`src/rtl/pipe_alu_pkg.sv`:
```
// pipe_alu_pkg: opcode and FSM encodings shared by pipe_alu and its multiplier.
package pipe_alu_pkg;

  localparam int unsigned OP_W = 4;

  typedef enum logic [OP_W-1:0] {
    ALU_ADD  = 4'd0,
    ALU_NOT  = 4'd1,
    ALU_AND  = 4'd2,
    ALU_OR   = 4'd3,
    ALU_SRA  = 4'd4,
    ALU_SLL  = 4'd5,
    ALU_BEQZ = 4'd6,
    ALU_BNEZ = 4'd7,
    ALU_XOR  = 4'd8,
    ALU_SUB  = 4'd9,
    ALU_SRL  = 4'd10,
    ALU_SLT  = 4'd11,
    ALU_MUL  = 4'd12
  } alu_op_e;

  typedef enum logic {
    ST_IDLE = 1'b0,
    ST_MUL  = 1'b1
  } alu_state_e;

endpackage

```
`src/rtl/pipe_alu_mul.sv`:
```
// pipe_alu_mul: iterative signed shift-add multiplier, one partial product per cycle.
// Magnitudes are accumulated; the sign is applied combinationally on the last step
// so the parent can register the product on the same edge as that step.
module pipe_alu_mul #(
  parameter int unsigned WIDTH = 16
) (
  input  logic             clk,
  input  logic             rst_n,
  input  logic             clr,
  input  logic             start,
  input  logic [WIDTH-1:0] a,
  input  logic [WIDTH-1:0] b,
  output logic             done_c,
  output logic [WIDTH-1:0] product_c,
  output logic             ovf_c
);

  localparam int unsigned PW    = 2 * WIDTH;
  localparam int unsigned CNT_W = $clog2(WIDTH);

  logic [PW-1:0]    mag_a_q;
  logic [PW-1:0]    acc_q;
  logic [WIDTH-1:0] mag_b_q;
  logic             neg_q;
  logic             running_q;
  logic [CNT_W-1:0] cnt_q;

  logic [WIDTH-1:0] abs_a_c;
  logic [WIDTH-1:0] abs_b_c;
  logic [PW-1:0]    acc_next_c;
  logic [PW-1:0]    full_c;

  assign abs_a_c    = a[WIDTH-1] ? (~a + WIDTH'(1)) : a;
  assign abs_b_c    = b[WIDTH-1] ? (~b + WIDTH'(1)) : b;
  assign acc_next_c = acc_q + (mag_b_q[0] ? mag_a_q : '0);
  assign full_c     = neg_q ? (~acc_next_c + PW'(1)) : acc_next_c;

  assign done_c    = running_q && (cnt_q == CNT_W'(WIDTH - 1));
  assign product_c = full_c[WIDTH-1:0];
  // Representable in WIDTH signed bits only if the top WIDTH+1 bits are all equal.
  assign ovf_c     = !((&full_c[PW-1:WIDTH-1]) || !(|full_c[PW-1:WIDTH-1]));

  // Load magnitudes on start, then one shift-add step per cycle for WIDTH cycles.
  always_ff @(posedge clk or negedge rst_n) begin
    if (!rst_n) begin
      mag_a_q   <= '0;
      acc_q     <= '0;
      mag_b_q   <= '0;
      neg_q     <= 1'b0;
      running_q <= 1'b0;
      cnt_q     <= '0;
    end else if (clr) begin
      running_q <= 1'b0;
      cnt_q     <= '0;
    end else if (start) begin
      mag_a_q   <= PW'(abs_a_c);
      mag_b_q   <= abs_b_c;
      acc_q     <= '0;
      neg_q     <= a[WIDTH-1] ^ b[WIDTH-1];
      running_q <= 1'b1;
      cnt_q     <= '0;
    end else if (running_q) begin
      acc_q   <= acc_next_c;
      mag_a_q <= mag_a_q << 1;
      mag_b_q <= mag_b_q >> 1;
      if (done_c) begin
        running_q <= 1'b0;
        cnt_q     <= '0;
      end else begin
        cnt_q <= cnt_q + CNT_W'(1);
      end
    end
  end

endmodule

```
`src/rtl/pipe_alu.sv`:
```
// pipe_alu: registered ALU with valid/ready handshakes and a tag sideband.
// Optional iterative multiplier on opcode 12 is enabled by PIPE_ALU_MUL_EN.
module pipe_alu
  import pipe_alu_pkg::*;
#(
  parameter int unsigned WIDTH = 16,
  parameter int unsigned TAG_W = 4
) (
  input  logic             clk,
  input  logic             rst_n,
  input  logic             flush,
  input  logic             in_valid,
  output logic             in_ready,
  input  logic [OP_W-1:0]  in_op,
  input  logic [WIDTH-1:0] in_a,
  input  logic [WIDTH-1:0] in_b,
  input  logic [TAG_W-1:0] in_tag,
  output logic             out_valid,
  input  logic             out_ready,
  output logic [WIDTH-1:0] out_f,
  output logic             out_ovf,
  output logic             out_branch,
  output logic             out_zero,
  output logic [TAG_W-1:0] out_tag,
  output logic             busy
);

  localparam int unsigned MSB  = WIDTH - 1;
  localparam int unsigned SH_W = $clog2(WIDTH);

  logic [WIDTH-1:0] sum_c;
  logic [WIDTH-1:0] diff_c;
  logic [SH_W-1:0]  sh_c;
  logic             sh_big_c;
  logic [WIDTH-1:0] alu_f_c;
  logic             alu_ovf_c;
  logic             alu_br_c;
  logic             accept_c;

  assign sum_c    = in_a + in_b;
  assign diff_c   = in_a - in_b;
  assign sh_c     = in_b[SH_W-1:0];
  assign sh_big_c = (in_b >= WIDTH'(WIDTH));
  assign accept_c = in_valid && in_ready;

  // Single-cycle datapath; opcode 12 and undefined opcodes yield zero here.
  always_comb begin
    alu_f_c   = '0;
    alu_ovf_c = 1'b0;
    alu_br_c  = 1'b0;
    case (alu_op_e'(in_op))
      ALU_ADD: begin
        alu_f_c   = sum_c;
        alu_ovf_c = (in_a[MSB] == in_b[MSB]) && (sum_c[MSB] != in_a[MSB]);
      end
      ALU_SUB: begin
        alu_f_c   = diff_c;
        alu_ovf_c = (in_a[MSB] != in_b[MSB]) && (diff_c[MSB] != in_a[MSB]);
      end
      ALU_NOT:  alu_f_c = ~in_b;
      ALU_AND:  alu_f_c = in_a & in_b;
      ALU_OR:   alu_f_c = in_a | in_b;
      ALU_XOR:  alu_f_c = in_a ^ in_b;
      ALU_SRA:  alu_f_c = sh_big_c ? {WIDTH{in_a[MSB]}} : WIDTH'($signed(in_a) >>> sh_c);
      ALU_SLL:  alu_f_c = sh_big_c ? '0 : (in_a << sh_c);
      ALU_SRL:  alu_f_c = sh_big_c ? '0 : (in_a >> sh_c);
      ALU_SLT:  alu_f_c = WIDTH'($signed(in_a) < $signed(in_b));
      ALU_BEQZ: alu_br_c = (in_a == '0);
      ALU_BNEZ: alu_br_c = (in_a != '0);
      default: ;
    endcase
  end

`ifdef PIPE_ALU_MUL_EN
  alu_state_e       state_q;
  logic [TAG_W-1:0] tag_q;
  logic             is_mul_c;
  logic             mul_done_c;
  logic [WIDTH-1:0] mul_f_c;
  logic             mul_ovf_c;

  assign is_mul_c = (alu_op_e'(in_op) == ALU_MUL);
  assign in_ready = (state_q == ST_IDLE) && (!out_valid || out_ready) && !flush;

  pipe_alu_mul #(.WIDTH(WIDTH)) u_mul (
    .clk       (clk),
    .rst_n     (rst_n),
    .clr       (flush),
    .start     (accept_c && is_mul_c),
    .a         (in_a),
    .b         (in_b),
    .done_c    (mul_done_c),
    .product_c (mul_f_c),
    .ovf_c     (mul_ovf_c)
  );
`else
  assign in_ready = (!out_valid || out_ready) && !flush;
  assign busy     = 1'b0;
`endif

  // Control FSM and result register; a consumed result may be replaced on the same edge.
  always_ff @(posedge clk or negedge rst_n) begin
    if (!rst_n) begin
      out_valid  <= 1'b0;
      out_f      <= '0;
      out_ovf    <= 1'b0;
      out_branch <= 1'b0;
      out_zero   <= 1'b0;
      out_tag    <= '0;
`ifdef PIPE_ALU_MUL_EN
      state_q    <= ST_IDLE;
      busy       <= 1'b0;
      tag_q      <= '0;
`endif
    end else if (flush) begin
      out_valid  <= 1'b0;
`ifdef PIPE_ALU_MUL_EN
      state_q    <= ST_IDLE;
      busy       <= 1'b0;
`endif
    end else begin
      if (out_valid && out_ready) out_valid <= 1'b0;
`ifdef PIPE_ALU_MUL_EN
      if (state_q == ST_MUL) begin
        if (mul_done_c) begin
          out_valid  <= 1'b1;
          out_f      <= mul_f_c;
          out_ovf    <= mul_ovf_c;
          out_branch <= 1'b0;
          out_zero   <= (mul_f_c == '0);
          out_tag    <= tag_q;
          state_q    <= ST_IDLE;
          busy       <= 1'b0;
        end
      end else if (accept_c && is_mul_c) begin
        state_q <= ST_MUL;
        busy    <= 1'b1;
        tag_q   <= in_tag;
      end else
`endif
      if (accept_c) begin
        out_valid  <= 1'b1;
        out_f      <= alu_f_c;
        out_ovf    <= alu_ovf_c;
        out_branch <= alu_br_c;
        out_zero   <= (alu_f_c == '0);
        out_tag    <= in_tag;
      end
    end
  end

endmodule

```
`config.mk`:
```
export PLATFORM = sky130hd
export DESIGN_NAME = pipe_alu
export DESIGN_NICKNAME = d
export VERILOG_FILES = /design/src/rtl/pipe_alu_pkg.sv /design/src/rtl/pipe_alu_mul.sv /design/src/rtl/pipe_alu.sv
export SDC_FILE = /design/constraint.sdc
export NUM_CORES = 1
export LEC_CHECK = 0
export ABC_AREA = 1
export CORE_MARGIN = 3
export CORE_UTILIZATION = 58
export CTS_CLUSTER_DIAMETER = 120
export DETAILED_ROUTE_END_ITERATION = 6
export GPL_TIMING_DRIVEN = 0
export PLACE_DENSITY = 0.91
export SYNTH_ARGS = -nofsm -noshare
export SYNTH_HDL_FRONTEND = slang
export SYNTH_SLANG_ARGS = --single-unit
```
`constraint.sdc`:
```
create_clock -name clk -period 2.4 [get_ports clk]
set_input_delay 0.48 -clock clk [delete_from_list [all_inputs] [get_ports clk]]
set_output_delay 0.48 -clock clk [all_outputs]
set_load 0.01 [all_outputs]
```
==> results.yml, run 1 <==
run_status:
  status: "finished clean"
floorplan:
  row_count: 35
  pin_count: 71
  die_w_um: 104
  core-area_um2: 9280
  start_util: 0.600
  die_h_um: 104
  die_area_um2: 10800
pwr:
  vdd_drop_max_mv: 0.279
  leakage_nw: 3.79
  power_density_nw_per_um2: 327
cells_and_area:
  multiInputGateArea_um2: 4830
  fin_nets: 1248
  area_delta_synth_final_pct: 30.8
  instances_no_fill: 1280
  fin_area_um2: 7290
  antenna_cells: 0
  drive_above_1_share: 0.231
  seq_area_um2: 601
  fill_cells: 735
sta:
  relSlewSlack: 0.291
  fmax_mhz: 427
  fin_worst_skew_ns: 0.00387
  worstMarginPinSlew_ns: 1.06
  finalHoldViolations: 0
  period_share: 0.977
  finalSetupViolCount: 0
  drv_slew: 0
  fin_crit_ns: 2.34
setup_path:
  path_delay_family: "simple AND/OR/NAND/NOR gates"
  crit_path_end_kind: "flop"
  path_cells: "buf_2 -> ha_2 -> fa_2 -> nand2_1 -> o21ai_1 -> nor2_1 -> nand2_1 -> nor2_2 -> nand3_1 -> nor2_2 -> nand3_1 -> nor2_1 -> nand3_1 -> nand2_1"
  cp_slowest_cell: "fa_2"
  worstSetupPathType: "input port to flop"
  cp.required_ns: 2.61
  slowest_delay_ns: 0.48
  startpoint_type: "input port"
  crit_path_max_fanout: 4
  arrival_ns: 2.56
  path_buf_inv: 1
placed_design:
  routabilityCongestion: 1.12
  hpwlAfterDp_um: 17800
  post-place-cells: 1246
  dpl_cell_area_um2: 6440
  io_buffer_count: 69
synthesis:
  post-synth-top-area-cell: "nand2_1"
  syn_avg_cell_area_um2: 5.32
  synthArstFlopShare: 1.00
  synth.most_common_cell: "nand2_1"
  yosys-top-cells-count: "nand2_1 (377), nand3_1 (138), nor2_1 (111)"
  synth_seq_area_share: 0.108
  synth_area_um2: 5570
  synth.area.top_cells: "nand2_1 (25%), nand3_1 (12%), ha_1 (11%)"
  syn-num-nets: 1144
  ys.flop_type: "dfrtp_1"
  ys_warn_count: 0
  synth_top_area_share: 0.254
  netlist_instances: 1048
  synth_cell_types: 41
  synth_edf_count: 0
  synth-seq-cells: 24
clock_tree:
  cts_sinks: 24
  cts_max_level: 1
  clk_pin_slew_ns: 0.08
  cts_inserted_buffers: 3
  clockBufferDepth: 2
  cts_tree: "built"
  cts_root_buf: "clkbuf_8"
  cts_hold_buf: 0
  clk_latency_ns: 0.27
global_routing:
  antenna_found_initial: 0
  grt_max_degree: 25
  grt_pass1_vias: 7172
  grt_pass1_wl_um: 36500
  overflow: 0
  grt_use_total: 0.418
hold_path:
  hold_class: "flop to flop"
job:
  cap_violations: 0
route:
  ant_nets: 0
  first_pass_iters: 6
  avgRoutedWirePerCell_um: 19.4
  drt-total-wl_um: 24800
  num_vias: 8012
  viasPerCell: 6.26
  route.detailed.drc: 0
  initialDrtViolationCount: 1031
[registers in the layout (all words and copies together) (netlist names)]
| name | count |
|---|---|
| out_tag | 4 |
| out_valid | 1 |
| out_f | 16 |
| out_branch | 1 |
| out_zero | 1 |
| out_ovf | 1 |
[per-stage QoR]
stage | hold WS (ns) | utilization | setup TNS [ns] | power, W | setup WS (ns)
floorplan | 0.184 | - | 0 | 0.00124 | 0.00716
global placement | 0.462 | 0.694 | -16.39 | 0.00170 | -1.18
detailed placement | 0.464 | 0.694 | -16.27 | 0.00172 | -1.19
CTS | 0.486 | 0.747 | 0 | 0.00218 | 0.00182
global route | 0.513 | 0.785 | -0.0622 | 0.00250 | -0.0622
finish | 0.474 | 0.785 | 0 | 0.00238 | 0.0556
[timing repair]
item                                    in CTS  in global routing
pin swaps                                   36                 48
resized for setup                          189                142
endpoints found under the setup margin      18                 10
buffers inserted                            14                 17
gates cloned                                 0                  1
[cell type report]
class / count / area share
Clock buffer: 3 / 0.00567
Inverter: 118 / 0.0633
Timing Repair Buffer: 101 / 0.118
Tap cell: 129 / 0.0221
Multi-Input combinational cell: 865 / 0.663
Clock inverter: 1 / 0.00412
Sequential cell: 24 / 0.0824
Buffer: 39 / 0.0405
[cells in the final DEF, fill, tap and decap left out, types with 3 or more instances in the layout]
master           netlist  layout
ha_1                  49      37
nor3_2                 0       5
o21ai_0               39      34
nand3_2                2      16
nand2_2                8      28
clkbuf_2               1      12
nor2_2                10      27
nor4_1                 4       4
buf_2                 19      13
nand2_1              377     351
o21ai_1               18      22
nor2_1               111      83
nand4_1               17      17
inv_4                  0       4
clkbuf_4               0       6
buf_4                  8      40
buf_6                  4      16
o22ai_1                8       8
dfrtp_1               24      24
nand3_1              138     123
inv_1                 98      75
nand2_4                3       9
inv_2                 18      36
clkbuf_1               9       8
ha_4                   0      11
clkdlybuf4s50_1        0      33
dlygate4sd2_1          0       6
clkbuf_8               0       3
nand3b_1               6       6
a21oi_1               40      27
a21oi_2                1      12
o211ai_1               7       7
nor2_4                 2      13
[worst paths after layout]
path / start / endpoint / slack, ns / cells after the start
max: in_a[0] / out_zero / 0.06 / 14
min: out_zero / out_zero / 0.47 / 2
max reg2reg: out_valid / out_tag[2] / 0.82 / 8
min reg2reg: out_zero / out_zero / 0.47 / 2
max in group asynchronous: rst_n / out_ovf / 0.98 / 1
min in group asynchronous: rst_n / out_f[3] / 0.78 / 1
[worst min-delay path: stages, from the launching register on]
cell     delay [ns]
dfrtp_1        0.35
nand2_1        0.05
nand2_1        0.05
[cells by family (layout without fill, tap and decap cells)]
| group | Yosys count | in the layout | share of synthesized area |
|---|---|---|---|
| buffers and inverters | 159 | 262 | 0.122 |
| adder cells (fa/ha/maj) | 51 | 51 | 0.117 |
| flip-flops | 24 | 24 | 0.108 |
| AO/OA/AOI/OAI | 124 | 124 | 0.122 |
| other | 1 | 1 | 0.000673 |
| AND/OR/NAND/NOR | 687 | 687 | 0.527 |
| XOR/XNOR | 2 | 2 | 0.00314 |
[metal layers]
| metal | GRT usage | vias up | part of all wire |
|---|---|---|---|
| met2 | 0.668 | 690 | 0.43 |
| met1 | 0.509 | 3530 | 0.35 |
| met5 | 0 | - | 0 |
| met3 | 0.0937 | 210 | 0.13 |
| li1 | - | 3582 | - |
| met4 | 0.262 | 0 | 0.086 |
[power breakdown]
group	total, W	internal (W)	leakage [nW]	switching (W)
Clock	0.000357	0.000223	0.0357	0.000134
Sequential	0.000491	0.000459	0.314	0.0000324
Combinational	0.00154	0.000578	3.44	0.000959
Total	0.00238	0.00126	3.79	0.00113
(Power assumes the default switching activity.)
==> run 2: changes to the inputs <==
--- a/config.mk
+++ b/config.mk
@@ -7,11 +7,12 @@
 export LEC_CHECK = 0
 export ABC_AREA = 1
 export CORE_MARGIN = 3
-export CORE_UTILIZATION = 58
+export CORE_UTILIZATION = 60
 export CTS_CLUSTER_DIAMETER = 120
 export DETAILED_ROUTE_END_ITERATION = 6
+export DONT_BUFFER_PORTS = 1
 export GPL_TIMING_DRIVEN = 0
-export PLACE_DENSITY = 0.91
+export PLACE_DENSITY = 0.84
 export SYNTH_ARGS = -nofsm -noshare
 export SYNTH_HDL_FRONTEND = slang
 export SYNTH_SLANG_ARGS = --single-unit
==> results.yml, run 2 (synthesis gave the netlist of run 1 again) <==
sta:
  setup_tns_ns: 0
  fin_crit_ns: 2.32
  drv_slew: 0
  finalSetupViolCount: 0
  worstMarginPinSlew_ns: 1.01
  hold_slack_ns: 0.275
  finalHoldViolations: 0
  fmax_mhz: 430
  fin_worst_skew_ns: 0.00146
  period_share: 0.968
  relSlewSlack: 0.326
floorplan:
  die_w_um: 102
  core-area_um2: 8890
  row_count: 34
  start_util: 0.627
  die_h_um: 102
  die_area_um2: 10500
  pin_count: 71
setup_path:
  reg2reg_depth: 8
  worst-path-stages: 15
  path_cells: "clkinvlp_4 -> ha_1 -> inv_2 -> fa_2 -> nand2_1 -> o21ai_1 -> inv_1 -> nand2_1 -> nor2_1 -> nand3_1 -> nor2_1 -> nand3_1 -> nor2_1 -> nand3_1 -> nand2_1"
  worstSetupPathType: "input port to flop"
  crit_path_start: "in_a[0]"
  crit_path_end_kind: "flop"
  r2r-start: "out_valid"
  slowest_delay_ns: 0.42
  cp.required_ns: 2.60
  path_delay_family: "simple AND/OR/NAND/NOR gates"
  crit_path_max_fanout: 4
  path_buf_inv: 3
  startpoint_type: "input port"
  cp_slowest_cell: "fa_2"
  arrival_ns: 2.52
route:
  first_pass_iters: 6
  ant_nets: 0
  initialDrtViolationCount: 1028
  drt-total-wl_um: 21900
  avgRoutedWirePerCell_um: 18.8
  viasPerCell: 6.24
  route.detailed.drc: 0
  num_vias: 7240
run_status:
  status: "finished clean"
clock_tree:
  clk_latency_ns: 0.26
  cts_sinks: 24
  cts_tree: "built"
  cts_root_buf: "clkbuf_8"
  cts_max_level: 1
  clockBufferDepth: 2
  clk_pin_slew_ns: 0.07
  cts_inserted_buffers: 3
cells_and_area:
  area_delta_synth_final_pct: 7.52
  fill_cells: 859
  drive_above_1_share: 0.121
  top_regs: "out_f x16, out_tag x4"
  final_common_cell: "nand2_1"
  regMostFlops: "out_f"
  largest_register_ffs: 16
  fin_area_um2: 5990
  antenna_cells: 0
  fin_nets: 1151
  layout_common_cells: "nand2_1 (366), nand3_1 (131), nor2_1 (101), inv_1 (91), ha_1 (46)"
  instances_no_fill: 1161
  post-route-util: 0.674
placed_design:
  dpl_cell_area_um2: 5720
  routabilityCongestion: 1.09
  io_buffer_count: 0
  hpwlAfterDp_um: 17500
  post-place-cells: 1156
pwr:
  vdd_drop_max_mv: 0.243
  power_frac_clock: 0.122
  p_seq_frac: 0.289
  intPower_w: 0.000911
  power_density_nw_per_um2: 304
  leakage_nw: 3.25
  combinationalPowerShare: 0.589
  netSwitchingPower_w: 0.000909
  switching_share: 0.500
global_routing:
  antenna_found_initial: 0
  overflow: 0
  grt_use_total: 0.412
  grt_pass1_vias: 6405
  use_met3: 0.104
  grt_max_degree: 25
  met2_usage: 0.637
  grt-busiest-layer: "met2"
  met1_usage: 0.541
  grt_pass1_wl_um: 33500
hold_path:
  hold_class: "input port to flop"
  holdPathStages: 1
  hp-start: "flush"
job:
  cap_violations: 0
==> run 2: what timing repair did <==
action	CTS	global route
endpoints found under the setup margin	9	6
resized for setup	15	48
hold buffers	1	0
endpoints found under the hold margin	24	0
pin swaps	10	12
buffers inserted	1	3
==> run 2: power groups by stage <==
stage | logic, W | registers [W] | clock network (W)
2_1_floorplan | 0.000716 | 0.000521 | 0
3_3_place_gp | 0.000944 | 0.000532 | 0
3_5_place_dp | 0.000952 | 0.000535 | 0
4_1_cts | 0.000980 | 0.000527 | 0.000224
5_1_grt | 0.00118 | 0.000534 | 0.000245
6_report | 0.00107 | 0.000526 | 0.000222
==> run 2: worst reg2reg max path: stages, from the launching register on <==
cell and delay (ns):
dfrtp_1 0.41, nand2_1 0.09, inv_1 0.05, nor2_1 0.21, nand2_1 0.19, inv_1 0.21
clkbuf_1 0.36, nand2_1 0.11, nand2_1 0.06
==> run 2: worst paths after layout <==
| check | end | slack (ns) |
|---|---|---|
| max | out_zero | 0.08 |
| max in group asynchronous | out_f[8] | 0.96 |
| min in group asynchronous | out_f[1] | 0.84 |
| max reg2reg | out_f[1] | 0.64 |
| min | out_valid | 0.28 |
| min reg2reg | out_tag[3] | 0.55 |
==> run 2: cell type report <==
type,count,area [um2],area share
repair buffers,5,40.0,0.00668
inverters,118,458,0.0764
well taps,108,135,0.0226
multi-input cells,865,4460,0.745
flip-flops and latches,24,601,0.100
clock buffers,3,41.3,0.00689
plain buffers,38,255,0.0426
==> run 2: layer usage <==
metal	routed length, um	vias up
met5	0	-
met4	1380	0
met3	3230	128
met2	9200	580
met1	8050	3153
li1	-	3379
==> run 2: through the flow <==
step / total power, W / setup slack, ns
floorplan: 0.00124 / 0.00716
global placement: 0.00148 / -0.534
detailed placement: 0.00149 / -0.611
CTS: 0.00173 / 0.0443
global route: 0.00196 / -0.00376
finish: 0.00182 / 0.0767
